[src/rtl/softmax_sequencer.sv]
// softmax_sequencer
//
// Frame sequencer for the SoftMax classifier stage. Collects DATA_NUM logits from
// an upstream valid/ready stream into a local buffer, launches SoftMax, tracks the
// arg-max of the probabilities SoftMax writes back, and offers the winning class
// and its probability downstream over a valid/ready handshake.
//
// Ports:
//   clk, rst_n                   clock (rising edge), asynchronous active-low reset
//   s_valid, s_ready, s_data     logit input stream, class order 0..DATA_NUM-1
//   sm_start                     one-cycle SoftMax launch pulse
//   sm_done                      SoftMax idle level
//   sm_adrIn, sm_dataIn          SoftMax logit read port into the local buffer
//   sm_adrOut, sm_dataOut, sm_wr SoftMax probability write-back observed here
//   m_valid, m_ready             result handshake
//   m_class, m_prob              arg-max class and its probability
//   busy                         high whenever not accepting logits

module softmax_sequencer #(
    parameter int unsigned DATA_WIDTH = 32,
    parameter int unsigned DATA_NUM   = 10,
    parameter int unsigned ADR_WIDTH  = 4
) (
    input  logic                  clk,
    input  logic                  rst_n,
    input  logic                  s_valid,
    output logic                  s_ready,
    input  logic [DATA_WIDTH-1:0] s_data,
    output logic                  sm_start,
    input  logic                  sm_done,
    input  logic [ADR_WIDTH-1:0]  sm_adrIn,
    output logic [DATA_WIDTH-1:0] sm_dataIn,
    input  logic [ADR_WIDTH-1:0]  sm_adrOut,
    input  logic [DATA_WIDTH-1:0] sm_dataOut,
    input  logic                  sm_wr,
    output logic                  m_valid,
    input  logic                  m_ready,
    output logic [ADR_WIDTH-1:0]  m_class,
    output logic [DATA_WIDTH-1:0] m_prob,
    output logic                  busy
);

    localparam logic [ADR_WIDTH-1:0] LastIdx = ADR_WIDTH'(DATA_NUM - 1);

    typedef enum logic [1:0] {
        StLoad,
        StLaunch,
        StRun,
        StResult
    } state_e;

    state_e                state_q, state_d;
    logic [ADR_WIDTH-1:0]  wcnt_q, wcnt_d;
    logic [ADR_WIDTH-1:0]  rcnt_q, rcnt_d;
    logic [ADR_WIDTH-1:0]  best_class_q, best_class_d;
    logic [DATA_WIDTH-1:0] best_prob_q, best_prob_d;
    logic [DATA_WIDTH-1:0] logit_buf_q [DATA_NUM];
    logic                  buf_we;

    always_comb begin
        state_d      = state_q;
        wcnt_d       = wcnt_q;
        rcnt_d       = rcnt_q;
        best_class_d = best_class_q;
        best_prob_d  = best_prob_q;
        buf_we       = 1'b0;
        s_ready      = 1'b0;
        sm_start     = 1'b0;
        m_valid      = 1'b0;
        busy         = 1'b1;

        unique case (state_q)
            StLoad: begin
                s_ready = 1'b1;
                busy    = 1'b0;
                if (s_valid) begin
                    buf_we = 1'b1;
                    if (wcnt_q == LastIdx) begin
                        wcnt_d  = '0;
                        state_d = StLaunch;
                    end else begin
                        wcnt_d = wcnt_q + ADR_WIDTH'(1);
                    end
                end
            end
            StLaunch: begin
                rcnt_d   = '0;
                // Start only when SoftMax reports idle; it leaves idle on the next edge.
                sm_start = sm_done;
                if (sm_done) begin
                    state_d = StRun;
                end
            end
            StRun: begin
                if (sm_wr) begin
                    // First write always loads so a stale best from the last frame never wins;
                    // strict compare keeps the lower index on ties.
                    if ((rcnt_q == '0) || (sm_dataOut > best_prob_q)) begin
                        best_prob_d  = sm_dataOut;
                        best_class_d = sm_adrOut;
                    end
                    if (rcnt_q == LastIdx) begin
                        rcnt_d  = '0;
                        state_d = StResult;
                    end else begin
                        rcnt_d = rcnt_q + ADR_WIDTH'(1);
                    end
                end
            end
            StResult: begin
                m_valid = 1'b1;
                if (m_ready) begin
                    state_d = StLoad;
                end
            end
            default: state_d = StLoad;
        endcase
    end

    always_ff @(posedge clk or negedge rst_n) begin
        if (!rst_n) begin
            state_q      <= StLoad;
            wcnt_q       <= '0;
            rcnt_q       <= '0;
            best_class_q <= '0;
            best_prob_q  <= '0;
        end else begin
            state_q      <= state_d;
            wcnt_q       <= wcnt_d;
            rcnt_q       <= rcnt_d;
            best_class_q <= best_class_d;
            best_prob_q  <= best_prob_d;
        end
    end

    // Logit buffer has no reset; it is fully rewritten every frame before use.
    always_ff @(posedge clk) begin
        if (buf_we) begin
            logit_buf_q[wcnt_q] <= s_data;
        end
    end

    always_comb begin
        sm_dataIn = '0;
        if (sm_adrIn <= LastIdx) begin
            sm_dataIn = logit_buf_q[sm_adrIn];
        end
    end

    assign m_class = best_class_q;
    assign m_prob  = best_prob_q;

endmodule
[config.mk]
export PLATFORM = sky130hd
export DESIGN_NAME = softmax_sequencer
export DESIGN_NICKNAME = d
export VERILOG_FILES = /design/src/rtl/softmax_sequencer.sv
export SDC_FILE = /design/constraint.sdc
export NUM_CORES = 1
export LEC_CHECK = 0
export ABC_AREA = 1
export CORE_MARGIN = 3
export CORE_UTILIZATION = 33
export DETAILED_ROUTE_END_ITERATION = 16
export SYNTH_ARGS = -nofsm -noshare
export SYNTH_HDL_FRONTEND = slang
export SYNTH_SLANG_ARGS = --single-unit
export TNS_END_PERCENT = 20
[constraint.sdc]
create_clock -name clk -period 5.6 [get_ports clk]
set_clock_uncertainty 0.2 [all_clocks]
set_input_delay 1.4 -clock clk [delete_from_list [all_inputs] [get_ports clk]]
set_output_delay 1.4 -clock clk [all_outputs]
set_load 0.1 [all_outputs]
# == Word level (Yosys, flattened, before mapping) ==
# Memory sizes are Yosys's and may differ from the RTL's.
# Cells that the tools add are included.
# classes
n_addsub,2
magnitude_cmp,2
eq_ne,11
n_mux,20
n_reduce_logical,8
# op_table
cell,n
$gt 32x32->1,1
$mux 32,1
$mux 2,6
$mux 4,3
$ne 2x2->1 const B,6
$add 4x1->4 const B,2
$eq 4x4->1 const B,2
$mux 1,8
$pmux 2 s4,1
$pmux 4 s2,1
$reduce_and 6->1,1
$eq 2x2->1 const B,2
$le 4x4->1 const B,1
$logic_not 4->1,1
$reduce_and 2->1,2
$reduce_and 3->1,1
$eq 2x1->1 const B,1
$logic_not 2->1,1
$reduce_bool 2->1,1
$logic_or 1x1->1,1
# totals
register_bits,46
ram_bits,320
in_bits,78
output_inout_bits,72
wordCells,49
memories,1
# memory_table
name,depth,word_bits,read_ports,rd_ports_with_merged_regs,wr,line_no,source
logit_buf_q,10,32,1,0,1,57,logic [DATA_WIDTH-1:0] logit_buf_q [DATA_NUM];

# == Depth between registers and ports, before layout ==
# logic_depth
depth_word,4
depth_mapped,19
mapped_depth_nobuf,18

# == Worst setup path before layout ==
# No wires, ideal clock.
# synth_timing
path_type,input port to output port
startpoint,in sm_adrIn[0]
endpoint,out sm_dataIn[5]
t_arrival_ns,3.745
required_ns,4.000
slack_ns,0.255
cell_stages,7
n_path_buf,3
path_cell_list,buf_2 > buf_2 > clkbuf_1 > nand3_1 > o2111ai_1 > nand3_1 > a21oi_1
# synth_between
elab_chain_cells,2
word_cells_on_any_way,3
cone_classes,order compare: 1; mux: 1; memory: 1
# synth_rtl
item,line_no,source
from (decl),31,"input logic [ADR_WIDTH-1:0] sm_adrIn,"
$mem_v2 10x32 / $le 4x4->1 (equally long branches),-,
$mux 32 (*),145,if (sm_adrIn <= LastIdx) begin
to (decl),32,"output logic [DATA_WIDTH-1:0] sm_dataIn,"
# Every way passes the cells marked *; elsewhere a longest branch is shown, timed or not.

# == Worst setup path in the final report ==
# layout_timing
startpoint,in sm_adrIn[0]
endpoint,out sm_dataIn[16]
# Same word-level chain as after synthesis.

==> out/metrics.cfg <==
[synthesis]
yosys-top-cells-area = edfxtp_1, dfrtp_1, nand3_1, nor2_1, o2111ai_1
yosysTopAreaCellShare_pct = 62.2
synth_async_sr_flop_share_pct = 12.6
synth.distinct_cells = 29
avgSynthCellArea_um2 = 12.2
syn_area_mm2 = 0.0155
synth.most_common_cell = edfxtp_1
synth_top_area_cell = edfxtp_1
synth_common_cells = edfxtp_1, nand3_1, nor2_1, nand2_1, o21ai_0
yosysWarnings = 0
ys.flop_type = edfxtp_1
postSynthNetCount = 1381
postSynthCellCount = 1264
seq_area_frac_synth_pct = 69.6
synth-edff-count = 320
ys_seq_elements = 366

[placement]
io_buffers = 149
routabilityCongestion = 0.766
placed_area_mm2 = 0.0180
hpwl_um = 22400
post-place-cells = 1962

[die]
die_area_mm2 = 0.0495
num_rows = 78
boundaryPins = 150
die_w_um = 222
core_area_mm2 = 0.0458
start_util_pct = 33.8
fp.dieH_um = 222

[critical_path]
cp-start-kind = input pin
worst-setup-path-type = in -> out
crit_required_ns = 4.00
end_kind = primary output
critical_path_arrival_ns = 3.44
worstPathMaxFanout = 54

[clock_tree]
cts_tree = done
clk_pin_slew_ns = 0.06
cts-buffers-inserted = 40
cts_resized = 0
htreeDepth = 2
hold_buffers = 0
post_cts_buffers = 0
insertion_delay_ns = 0.54
cts_root_buffer = clkbuf_16
cts.sink_count = 366
cts_buffer_depth = 3

[global_route]
grt_overflow = 0
grt_max_degree = 90
grt_pass1_wl_um = 60800
grt_antenna_before_repair = 5
grt_use_total_pct = 15.5
first_global_vias = 10400

[power_and_ir_drop]
leakage_nw = 6.77
seqPwrFrac_pct = 39.5
p_sw_share_pct = 36.9
switching_power_mw = 3.12
combPwrFrac_pct = 31.0
powerDensity_mw_per_mm2 = 439
p_clk_share_pct = 29.5
intPower_mw = 5.33
peakVddDrop_uv = 447

[timing]
finalSetupViolCount = 0
rsz0062_at_grt = no
period_share_pct = 90.0
worstMarginPinSlew_ns = 1.12
timing.fmax_mhz = 198
slew_headroom_pct = 25.4
slew_viol_final = 0
hold_viol = 0
fin_crit_ns = 5.04
finalSetupTns_ns = 0

[routing]
routed_wl_um = 38400
drtPass1Iterations = 5
drt_iter0_markers = 692
ant_nets = 0
drc = 0
post_drt_wl_per_cell_um = 18.9
vias_per_cell = 5.07
num_vias = 10300

[layout]
area_growth_pct = 24.6
multi_input_area_mm2 = 0.00415
fin_nets = 1521
drive_gt1_share_pct = 10.5
final_cells = 2035
ff_latch_area_mm2 = 0.0108
final_area_mm2 = 0.0193
utilization_pct = 42.1
n_fill_cell = 4196

[run_status]
status = completed

[min_path]
hold_class = reg -> reg

[run]
maxCapViolations = 0

==> state kept, by name, summed over array words and instances, names as in the netlist <==
| register | flops |
|---|---|
| wcnt_q | 4 |
| m_prob | 32 |
| m_class | 4 |
| state_q | 2 |
| rcnt_q | 4 |
| logit_buf_q | 320 |
==> per-layer routing <==
metal	track usage [%]	part of all wire (%)	vias up	wire length, um
met3	4.49	8.0	55	3070
li1	-	-	4923	-
met1	20.9	43	5046	16700
met2	24.6	46	294	17900
met5	0	0.14	-	54
met4	4.41	2.0	8	765
==> metrics by stage <==
stage               setup WS [ns]  total power, mW  hold slack, ns
finish                      0.560             8.45           0.287
global placement            0.628             5.99           0.264
global route                0.399             8.87           0.314
detailed placement          0.575             6.03           0.274
floorplan                   0.255             5.29           0.320
CTS                         0.558             8.56           0.292
==> final cells by class <==
cell class / count / area share (%)
diodes: 1 / 0.0130
clock buffers: 51 / 5.41
clock inverters: 21 / 0.981
inverters: 63 / 1.25
multi-input cells: 752 / 21.5
flip-flops and latches: 366 / 55.9
well taps: 600 / 3.90
repair buffers: 181 / 11.0
==> kinds of logic (layout without fill, tap and decap cells) <==
kind of cell             count (synthesis)  count (layout)  synth area share (%)
XOR/XNOR                                 2               2                 0.113
AND/OR/NAND/NOR                        486             486                  14.1
other                                    0               1                     0
buffers and inverters                  146             316                  4.04
AO/OA/AOI/OAI                          225             225                  8.93
adder cells (fa/ha/maj)                 39              39                  3.16
flip-flops                             366             366                  69.6
==> worst max-delay path, cell delays in order <==
cell and delay, ns:
buf_4 0.48, buf_4 0.42, o21ai_0 0.15, o2111ai_1 0.19, nand3_1 0.09, a21oi_1 0.30
buf_4 0.19, buf_12 0.16
==> layout by cell type (no fill, tap or decap), types with 11 or more instances in the layout <==
cell type,count
nand2_2,12
a21oi_1,53
dfrtp_1,46
o2111ai_1,64
clkbuf_16,40
nor2_1,141
clkdlybuf4s50_1,113
o21ai_0,101
buf_12,39
ha_1,39
buf_4,27
clkbuf_1,11
inv_1,60
nand2_1,108
edfxtp_1,320
nand3_1,204
==> worst paths after layout <==
path,end,cells after the start,slack (ns),startpoint
min in group asynchronous,m_class[0]$_DFFE_PN0P_,1,0.88,rst_n
max in group asynchronous,wcnt_q[1]$_DFFE_PN0P_,1,3.63,rst_n
hold reg to reg,m_class[1]$_DFFE_PN0P_,2,0.29,m_class[1]$_DFFE_PN0P_
hold / removal,m_class[1]$_DFFE_PN0P_,2,0.29,m_class[1]$_DFFE_PN0P_
setup / recovery,sm_dataIn[16],8,0.56,sm_adrIn[0]
setup reg to reg,logit_buf_q[6][21]$_DFFE_PP_,7,2.69,state_q[1]$_DFFE_PN0P_
==> power by group through the flow <==
| stage | clock (mW) | combinational, mW | sequential [mW] |
|---|---|---|---|
| 3_3_place_gp | 0 | 2.61 | 3.38 |
| 2_1_floorplan | 0 | 1.06 | 4.23 |
| 4_1_cts | 2.57 | 2.65 | 3.34 |
| 6_report | 2.50 | 2.62 | 3.34 |
| 3_5_place_dp | 0 | 2.64 | 3.39 |
| 5_1_grt | 2.68 | 2.82 | 3.37 |
Power figures use the tool's default switching activity.
